## src/rtl/keypad_pkg.sv

```systemverilog
// Shared types and constants for the 4x4 keypad scanner.
// Optional auto-repeat is enabled in keypad_scan by defining KEYPAD_REPEAT_EN.
package keypad_pkg;

  localparam int ROWS = 4;
  localparam int COLS = 4;

  typedef logic [3:0] key_code_t;

  typedef enum logic [1:0] {
    ST_SCAN,
    ST_DEBOUNCE,
    ST_HELD,
    ST_RELEASE
  } state_e;

  localparam logic [COLS-1:0] COL_IDLE = 4'b1110;

  // Rows are active-low; the lowest-index low row wins when several are down.
  function automatic logic [1:0] lowest_low_row(input logic [ROWS-1:0] rows);
    logic [1:0] idx;
    idx = '0;
    for (int r = ROWS - 1; r >= 0; r--) begin
      if (!rows[r]) idx = 2'(r);
    end
    return idx;
  endfunction

  function automatic logic [COLS-1:0] col_drive(input logic [1:0] col);
    return ~(4'b0001 << col);
  endfunction

  function automatic key_code_t make_code(input logic [1:0] row, input logic [1:0] col);
    return {row, col};
  endfunction

endpackage

```

## src/rtl/keypad_if.sv

```systemverilog
// Key-event handshake between the scanner (master) and the input-handling logic (slave).
interface keypad_if;
  import keypad_pkg::*;

  key_code_t key_code;
  logic      key_valid;
  logic      key_ready;

  modport master (output key_code, output key_valid, input key_ready);
  modport slave  (input key_code, input key_valid, output key_ready);
endinterface

```

## src/rtl/keypad_scan_sync2.sv

```systemverilog
// Two-flop synchronizer with asynchronous reset to a configurable value.
module sync2 #(
  parameter int               WIDTH   = 1,
  parameter logic [WIDTH-1:0] RST_VAL = '0
) (
  input  logic             clk_in,
  input  logic             rst,
  input  logic [WIDTH-1:0] d,
  output logic [WIDTH-1:0] q
);

  logic [WIDTH-1:0] meta_d, meta_q;
  logic [WIDTH-1:0] sync_d, sync_q;

  always_comb begin
    meta_d = d;
    sync_d = meta_q;
  end

  always_ff @(posedge clk_in or posedge rst) begin
    if (rst) begin
      meta_q <= RST_VAL;
      sync_q <= RST_VAL;
    end else begin
      meta_q <= meta_d;
      sync_q <= sync_d;
    end
  end

  assign q = sync_q;

endmodule

```

## src/rtl/keypad_scan.sv

```systemverilog
// 4x4 keypad scanner/debouncer paced by scan_tick; delivers key codes over keypad_if.
// Define KEYPAD_REPEAT_EN to add auto-repeat while a key is held.
module keypad_scan
  import keypad_pkg::*;
#(
  parameter int DEBOUNCE_TICKS     = 4,
  parameter int REPEAT_DELAY_TICKS = 100,
  parameter int REPEAT_RATE_TICKS  = 20
) (
  input  logic            clk_in,
  input  logic            rst,
  input  logic            scan_tick,
  input  logic [ROWS-1:0] row_in,
  output logic [COLS-1:0] col_out,
  keypad_if.master        key_bus,
  output logic            key_held,
  output logic            overrun
);

  localparam int MAX_RPT  = (REPEAT_DELAY_TICKS > REPEAT_RATE_TICKS) ? REPEAT_DELAY_TICKS
                                                                     : REPEAT_RATE_TICKS;
  localparam int MAX_TICK = (DEBOUNCE_TICKS > MAX_RPT) ? DEBOUNCE_TICKS : MAX_RPT;
  localparam int CNT_W    = $clog2(MAX_TICK) + 1;

  localparam logic [CNT_W-1:0] CNT_SAT  = '1;
  localparam logic [CNT_W-1:0] CNT_ONE  = CNT_W'(1);
  localparam logic [CNT_W-1:0] DB_LIMIT = CNT_W'(DEBOUNCE_TICKS);

  function automatic logic [CNT_W-1:0] sat_inc(input logic [CNT_W-1:0] v);
    return (v == CNT_SAT) ? v : v + 1'b1;
  endfunction

  logic [ROWS-1:0] rs;

  sync2 #(
    .WIDTH   (ROWS),
    .RST_VAL (4'b1111)
  ) u_row_sync (
    .clk_in (clk_in),
    .rst    (rst),
    .d      (row_in),
    .q      (rs)
  );

  state_e          state_d, state_q;
  logic [1:0]      col_d, col_q;
  logic [1:0]      lat_row_d, lat_row_q;
  logic [1:0]      lat_col_d, lat_col_q;
  logic [CNT_W-1:0] cnt_d, cnt_q;
  key_code_t       key_code_d, key_code_q;
  logic            key_valid_d, key_valid_q;
  logic            key_held_d, key_held_q;
  logic            overrun_d, overrun_q;
  logic [COLS-1:0] col_out_d, col_out_q;
  logic            row_low;
  logic            emit;
  logic [CNT_W-1:0] cnt_inc;

`ifdef KEYPAD_REPEAT_EN
  localparam logic [CNT_W-1:0] RPT_DELAY = CNT_W'(REPEAT_DELAY_TICKS);
  localparam logic [CNT_W-1:0] RPT_RATE  = CNT_W'(REPEAT_RATE_TICKS);

  logic [CNT_W-1:0] rpt_d, rpt_q;
  logic [CNT_W-1:0] rpt_inc;
  logic             rpt_first_d, rpt_first_q;
`endif

  always_comb begin
    state_d     = state_q;
    col_d       = col_q;
    lat_row_d   = lat_row_q;
    lat_col_d   = lat_col_q;
    cnt_d       = cnt_q;
    key_code_d  = key_code_q;
    key_valid_d = key_valid_q;
    key_held_d  = key_held_q;
    overrun_d   = 1'b0;
    emit        = 1'b0;
`ifdef KEYPAD_REPEAT_EN
    rpt_d       = rpt_q;
    rpt_first_d = rpt_first_q;
    rpt_inc     = sat_inc(rpt_q);
`endif
    row_low = ~rs[lat_row_q];
    cnt_inc = sat_inc(cnt_q);

    if (key_valid_q && key_bus.key_ready) key_valid_d = 1'b0;

    if (scan_tick) begin
      case (state_q)
        ST_SCAN: begin
          if (rs != 4'b1111) begin
            lat_col_d = col_q;
            lat_row_d = lowest_low_row(rs);
            cnt_d     = CNT_ONE;
            state_d   = ST_DEBOUNCE;
          end else begin
            col_d = col_q + 2'd1;
          end
        end
        ST_DEBOUNCE: begin
          if (row_low) begin
            cnt_d = cnt_inc;
            if (cnt_inc >= DB_LIMIT) begin
              emit       = 1'b1;
              key_held_d = 1'b1;
              state_d    = ST_HELD;
`ifdef KEYPAD_REPEAT_EN
              rpt_d       = '0;
              rpt_first_d = 1'b0;
`endif
            end
          end else begin
            state_d = ST_SCAN;
            col_d   = col_q + 2'd1;
          end
        end
        ST_HELD: begin
          if (!row_low) begin
            cnt_d   = CNT_ONE;
            state_d = ST_RELEASE;
          end
`ifdef KEYPAD_REPEAT_EN
          // First repeat waits the long delay, later ones the short rate.
          else if (rpt_inc >= (rpt_first_q ? RPT_RATE : RPT_DELAY)) begin
            emit        = 1'b1;
            rpt_d       = '0;
            rpt_first_d = 1'b1;
          end else begin
            rpt_d = rpt_inc;
          end
`endif
        end
        ST_RELEASE: begin
          if (!row_low) begin
            cnt_d = cnt_inc;
            if (cnt_inc >= DB_LIMIT) begin
              key_held_d = 1'b0;
              state_d    = ST_SCAN;
              col_d      = col_q + 2'd1;
            end
          end else begin
            state_d = ST_HELD;
          end
        end
        default: state_d = ST_SCAN;
      endcase
    end

    // An unaccepted pending code is kept; the new event is dropped instead.
    if (emit) begin
      if (!key_valid_q || key_bus.key_ready) begin
        key_code_d  = make_code(lat_row_q, lat_col_q);
        key_valid_d = 1'b1;
      end else begin
        overrun_d = 1'b1;
      end
    end

    col_out_d = col_drive(col_d);
  end

  always_ff @(posedge clk_in or posedge rst) begin
    if (rst) begin
      state_q     <= ST_SCAN;
      col_q       <= '0;
      lat_row_q   <= '0;
      lat_col_q   <= '0;
      cnt_q       <= '0;
      key_code_q  <= '0;
      key_valid_q <= 1'b0;
      key_held_q  <= 1'b0;
      overrun_q   <= 1'b0;
      col_out_q   <= COL_IDLE;
`ifdef KEYPAD_REPEAT_EN
      rpt_q       <= '0;
      rpt_first_q <= 1'b0;
`endif
    end else begin
      state_q     <= state_d;
      col_q       <= col_d;
      lat_row_q   <= lat_row_d;
      lat_col_q   <= lat_col_d;
      cnt_q       <= cnt_d;
      key_code_q  <= key_code_d;
      key_valid_q <= key_valid_d;
      key_held_q  <= key_held_d;
      overrun_q   <= overrun_d;
      col_out_q   <= col_out_d;
`ifdef KEYPAD_REPEAT_EN
      rpt_q       <= rpt_d;
      rpt_first_q <= rpt_first_d;
`endif
    end
  end

  assign col_out           = col_out_q;
  assign key_bus.key_code  = key_code_q;
  assign key_bus.key_valid = key_valid_q;
  assign key_held          = key_held_q;
  assign overrun           = overrun_q;

endmodule

```

## src/flat_wrapper.sv

```systemverilog
// flat-port wrapper written by rule: the top's interface ports become plain ports
module keypad_scan_flat import keypad_pkg::*;
#(
  parameter int DEBOUNCE_TICKS     = 4,
  parameter int REPEAT_DELAY_TICKS = 100,
  parameter int REPEAT_RATE_TICKS  = 20
)
  (clk_in, rst, scan_tick, row_in, col_out, key_held, overrun, key_bus_key_code, key_bus_key_valid, key_bus_key_ready);
  keypad_if key_bus_i ();
  input  logic clk_in;
  input  logic rst;
  input  logic scan_tick;
  input  logic [ROWS-1:0] row_in;
  output logic [COLS-1:0] col_out;
  output logic key_held;
  output logic overrun;
  output wire logic [$bits(key_bus_i.key_code)-1:0] key_bus_key_code;
  output wire logic [$bits(key_bus_i.key_valid)-1:0] key_bus_key_valid;
  input wire logic [$bits(key_bus_i.key_ready)-1:0] key_bus_key_ready;
  assign key_bus_key_code = key_bus_i.key_code;
  assign key_bus_key_valid = key_bus_i.key_valid;
  assign key_bus_i.key_ready = key_bus_key_ready;
  keypad_scan #(.DEBOUNCE_TICKS(DEBOUNCE_TICKS), .REPEAT_DELAY_TICKS(REPEAT_DELAY_TICKS), .REPEAT_RATE_TICKS(REPEAT_RATE_TICKS)) u_core (.clk_in(clk_in), .rst(rst), .scan_tick(scan_tick), .row_in(row_in), .col_out(col_out), .key_bus(key_bus_i), .key_held(key_held), .overrun(overrun));
endmodule
```

## config.mk

```make
export PLATFORM = sky130hd
export DESIGN_NAME = keypad_scan_flat
export DESIGN_NICKNAME = d
export VERILOG_FILES = /design/src/rtl/keypad_pkg.sv /design/src/rtl/keypad_if.sv /design/src/rtl/keypad_scan_sync2.sv /design/src/rtl/keypad_scan.sv /design/src/flat_wrapper.sv
export SDC_FILE = /design/constraint.sdc
export NUM_CORES = 1
export LEC_CHECK = 0
export CAP_MARGIN = 10
export CORE_ASPECT_RATIO = 0.75
export CORE_MARGIN = 2
export CORE_UTILIZATION = 25
export DETAILED_ROUTE_END_ITERATION = 7
export SLEW_MARGIN = 10
export SYNTH_ARGS = -nofsm -noshare
export SYNTH_HDL_FRONTEND = slang
export SYNTH_SLANG_ARGS = --single-unit
export TNS_END_PERCENT = 5
```

## constraint.sdc

```tcl
create_clock -name clk_in -period 6.5 [get_ports clk_in]
set_clock_uncertainty 0.15 [all_clocks]
set_input_delay 0.975 -clock clk_in [delete_from_list [all_inputs] [get_ports clk_in]]
set_output_delay 0.975 -clock clk_in [all_outputs]
set_load 0.02 [all_outputs]
```

Word-level counts from Yosys, hierarchy flattened
Cells that the tools add are included.

cells by class
  add/sub/neg operators = 2
  $lt $le $gt $ge = 2
  eq/ne operators = 13
  shift operators = 1
  multiplexer cells = 39
  bitwise operators = 1
  reductions and logical operators = 10

operators by type and width
  kind                                                                   number
  8-bit 2-to-1 mux                                                       5
  8-bit case mux with 4 select lines                                     1
  2-bit 2-to-1 mux                                                       15
  1-bit 2-to-1 mux                                                       14
  2-bit by 1-bit != test with 1-bit output, second input constant        5
  5-bit AND reduction                                                    2
  8-bit by 1-bit adder with 8-bit output, second input constant          1
  8-bit equality test, second input constant                             1
  8-bit by 3-bit >= comparator with 1-bit output, second input constant  1
  2-bit case mux with 4 select lines                                     1
  2-bit case mux with 3 select lines                                     1
  6-bit AND reduction                                                    1
  2-bit equality test, second input constant                             2
  4-bit != test, second input constant                                   1
  4-bit inverter                                                         1
  1-bit by 2-bit << shifter with 4-bit output, first input constant      1
  2-bit by 3-bit < comparator with 1-bit output, second input constant   1
  3-bit by 1-bit != test with 1-bit output, second input constant        1
  3-bit by 2-bit != test with 1-bit output, second input constant        1
  3-bit AND reduction                                                    1
  2-bit by 1-bit adder with 2-bit output, second input constant          1
  1-bit binary-select mux with 2-bit select                              1
  2-bit by 1-bit equality test with 1-bit output, second input constant  1
  2-bit zero test                                                        1
  7 further kinds                                                        7

storage, ports and cells
  bits in registers = 35
  input port bits = 8
  output and inout port bits = 11
  word-level logic and storage cells = 80

Logic depth before layout (Yosys ltp)
  depth after elaboration = 9
  mapped depth = 8
  depth with buffers taken out = 7

Modules after synthesis
Synthesis repeated with hierarchy kept, for this count alone.

unflattened totals
  cells, all modules = 165
  area, all modules = 1741.7 µm²

modules (own cells, without submodules)
  module       instances  cells each  area an instance (µm²)  seq. area each (µm²)
  keypad_scan  1          156         1527.7                  679.4
  sync2        1          9           214.0                   210.2

Worst setup path before layout
No wires, ideal clock.

  path type = reg2reg
  start point = register u_core.cnt_q[0]
  end point = register u_core.key_code_q[0], in the netlist u_core.key_bus.key_code[0]
  library setup time = 125 ps
  data arrival time = 2186 ps
  required time = 6225 ps
  slack = 4040 ps
  stages on the path, launching flop included = 9
  path buffers = 1
  period minus slack after synthesis = 2460 ps
  cell sequence = dfrtp_1 > ha_1 > and3_1 > buf_6 > a21o_1 > a2111oi_4 > nand2_1 > nand4_1 > mux2_2

between the ends
  word-level cells in the longest chain between the ends = 8
  elaborated cells on any way between the ends = 9
  those cells by class = add/sub (1); order compare (1); eq/ne (1); mux (5); reduce/logical (1)

RTL lines
  item                                                                           RTL line            source
  from (decl)                                                                    keypad_scan.sv:49   logic [CNT_W-1:0] cnt_d, cnt_q;
  from (signal assigned)                                                         keypad_scan.sv:184  cnt_q <= cnt_d;
  8-bit by 1-bit adder with 8-bit output or 8-bit equality test (tied branches)  keypad_scan.sv:30   return (v == CNT_SAT) ? v : v + 1'b1;
  8-bit 2-to-1 mux (*)                                                           keypad_scan.sv:30
  8-bit by 3-bit >= comparator with 1-bit output (*)                             keypad_scan.sv:104  if (cnt_inc >= DB_LIMIT) begin
  1-bit 2-to-1 mux (*)                                                           keypad_scan.sv:104
  1-bit 2-to-1 mux (*)                                                           keypad_scan.sv:102  if (row_low) begin
  1-bit 2-to-1 mux (*)                                                           keypad_scan.sv:90   case (state_q)
  1-bit 2-to-1 mux (*)                                                           keypad_scan.sv:89   if (scan_tick) begin
  2-bit AND reduction (no line) (*)                                              n/a
  to (signal assigned)                                                           keypad_scan.sv:185  key_code_q <= key_code_d;
  to (decl)                                                                      keypad_scan.sv:50   key_code_t key_code_d, key_code_q;

Every way passes the cells marked *; elsewhere a longest branch is shown, timed or not.
A chain may end at the register's enable or synchronous reset.

Worst setup path after layout
  start point = input scan_tick
  end point = register u_core.cnt_q[1]

between the ends
  word-level cells in the longest chain between the ends = 1

RTL lines
  item                           RTL line            source
  from (decl)                    flat_wrapper.sv:12  input logic scan_tick;
  5-bit AND reduction (no line)  n/a

Every way passes these cells.

==> results_dict.tcl <==
set metrics [dict create \
    outcome "completed" \
    coreArea_mm2 0.00680 \
    slew_violations 0 \
    synth_common_cells "dfrtp_1, nand2_1, a21oi_1" \
    yosys.area.top_type_share_pct 34.4 \
    clk_pin_slew_worst_paths_ns 0.07 \
    antenna_found_initial 0 \
    period_minus_slack_ns 2.92 \
    crit_end "u_core.cnt_q[1]" \
    max-vdd-ir-drop_uv 133 \
    ys.flop_type "dfrtp_1" \
    drive_gt1_share_pct 14.5 \
    viasPerCell 4.86 \
    whs_path_depth 0 \
    critPathRequiredTime_ns 6.53 \
    grt_max_degree 36 \
    rsz0062_at_grt "no" \
    initial_core_util_pct 25.7 \
    reg2reg_depth 7 \
    cts_made_buffers 5 \
    grtUsageTotal_pct 10.0 \
    cts-resized-gates 0 \
    grt_overflow 0 \
    port_buffers 18 \
    cp-end-kind "flip-flop" \
    regToRegEndpoint "u_core.key_bus.key_code[0]" \
    syn_inst 175 \
    drt_iter0_markers 111 \
    yosysTopAreaCell "dfrtp_1" \
    clock_latency_ns 0.29 \
    ys_types 43 \
    dr.pass1.iters 4 \
    hold_class "reg -> reg" \
    synth_nets 184 \
    ys_ff_latch 35 \
    criticalPathCategory "in -> reg" \
    cts_hold_buffers 0 \
    finalHoldViolations 0 \
    worstPathMaxFanout 14 \
    area_growth_pct 20.1 \
    gp_congestion 0.880 \
    rrSetupSlack_ns 3.70 \
    power_leakage_nw 0.856 \
    synth-seq-area-share_pct 50.9 \
    core.rowCount 26 \
    syn_avg_cell_area_um2 9.98 \
    crit_path_start "scan_tick" \
    ioPinCount 19 \
    dp_hpwl_um 2430 \
    cts.sinks 35 \
    cp-start-kind "input pin" \
    reg2reg_from "u_core.cnt_q[0]" \
    fin_crit_sh_pct 44.9 \
    wl_per_cell_um 12.5 \
    maxCapViolCount 0 \
    nets 201 \
    cellPowerDensity_mw_per_mm2 431 \
    drc 0 \
    htreeDepth 2 \
    root_buffer "clkbuf_8" \
    synth_async_sr_flop_share_pct 100 \
    synth-edff-count 0 \
    fp.dieW_um 101 \
    synth_top_cells_by_area "dfrtp_1, dfstp_2, a21oi_1, nand2_1, mux2_2" \
    clockBufferDepth 2 \
    postCtsSetupRepairBufs 0 \
    grt_pass1_wl_um 6030 \
    fin_hold_ws_ns 0.204 \
    tns_ns 0 \
    ant_nets 0 \
    fp.dieH_um 76.4 \
    finalSetupViolCount 0 \
    max_slew_margin_pct 55.2 \
    dieArea_mm2 0.00768 \
    synth_area_mm2 0.00175 \
    grt_pass1_vias 1239 \
    drt_wl_total_um 3480 \
    tightest_slew_ns 0.671 \
    ys_warn_count 0 \
    vias 1347 \
    max_freq_ghz 0.343 \
    crit_arrival_ns 2.95 \
    diodes 0 \
    cts_tree "yes" \
    synth_most_common_cell "dfrtp_1" \
]
[metal layers]
layer	vias to the layer above	track usage (%)	routed length (µm)	share of wire [%]
met1	624	15.6	1820	52
met3	6	3.67	255	7.3
met2	52	12.2	1360	39
met5	-	0	0	0
li1	665	-	-	-
met4	0	3.56	38	1.1
[placed cells by master (no fill, tap or decap), types with 3 or more instances in the layout]
cell / n
mux2i_1: 3
nand2b_1: 6
dfrtp_1: 24
nand2_1: 20
dfstp_2: 11
and3_1: 3
nand4_1: 6
and2_1: 3
and4_1: 3
nand3_1: 7
o21ai_0: 10
nor2_1: 10
mux2_2: 5
clkdlybuf4s50_1: 18
inv_1: 9
clkbuf_8: 7
a21oi_1: 17
[worst max-delay path, cell delays in order]
cell	delay (ns)
clkdlybuf4s50_1	0.65
nand2b_1	0.16
a21oi_1	0.15
a32o_1	0.46
nor2b_1	0.29
mux2i_1	0.21
nor2_1	0.05
[registers in the layout, summed over array words and instances, names as in the netlist, named ones only]
signal	count
u_core.cnt_q	8
u_core.col_out	4
u_core.key_bus.key_code	4
u_core.u_row_sync.meta_q	4
u_core.u_row_sync.q	4
u_core.col_q	2
u_core.lat_col_q	2
u_core.lat_row_q	2
u_core.key_bus.key_valid	1
u_core.key_held	1
u_core.overrun	1
u_core.state_q	1
[per-stage QoR]
stage	utilization, %	power (W)	setup WS [ns]	cells	instance area, µm²
after floorplan	-	0.000617	4.04	175	1750
after global placement	29.4	0.000726	3.37	269	2000
after detailed placement	29.4	0.000728	3.30	269	2000
after CTS	30.8	0.000909	3.60	277	2100
after global routing	30.8	0.000976	3.40	277	2100
final	30.8	0.000903	3.58	277	2100
[report_power, final]
group / internal [W] / switching [W]
sequential: 0.000290 / 0.0000710
clock: 0.0000967 / 0.0000796
combinational: 0.000165 / 0.000202
total: 0.000551 / 0.000352
[cell families (layout without fill, tap and decap cells)]
group,Yosys count,after routing,synth area share (%)
xor+xnor,2,2,1.00
flops,35,35,50.9
fa+ha+maj,1,1,0.716
buf+inv,18,36,4.37
compound gates,46,46,18.3
simple gates,64,64,18.5
mux,9,9,6.23
[final cells by class]
class / instances / area, µm²
Clock buffer: 8 / 100
Fill cell: 688 / 4700
Inverter: 9 / 33.8
Multi-Input combinational cell: 122 / 781
Sequential cell: 35 / 890
Tap cell: 84 / 105
Timing Repair Buffer: 19 / 188
[how the worst min path moves through the flow]
stage,endpoint,start,slack [ns]
finish,u_core.u_row_sync.q[1],u_core.u_row_sync.meta_q[1],0.20
global route,u_core.u_row_sync.q[1],u_core.u_row_sync.meta_q[1],0.21
CTS,u_core.u_row_sync.q[0],u_core.u_row_sync.meta_q[0],0.21
detailed placement,u_core.u_row_sync.q[0],u_core.u_row_sync.meta_q[0],0.20
global placement,u_core.u_row_sync.q[0],u_core.u_row_sync.meta_q[0],0.20
floorplan,u_core.u_row_sync.q[0],u_core.u_row_sync.meta_q[0],0.20
(Power assumes the default switching activity.)
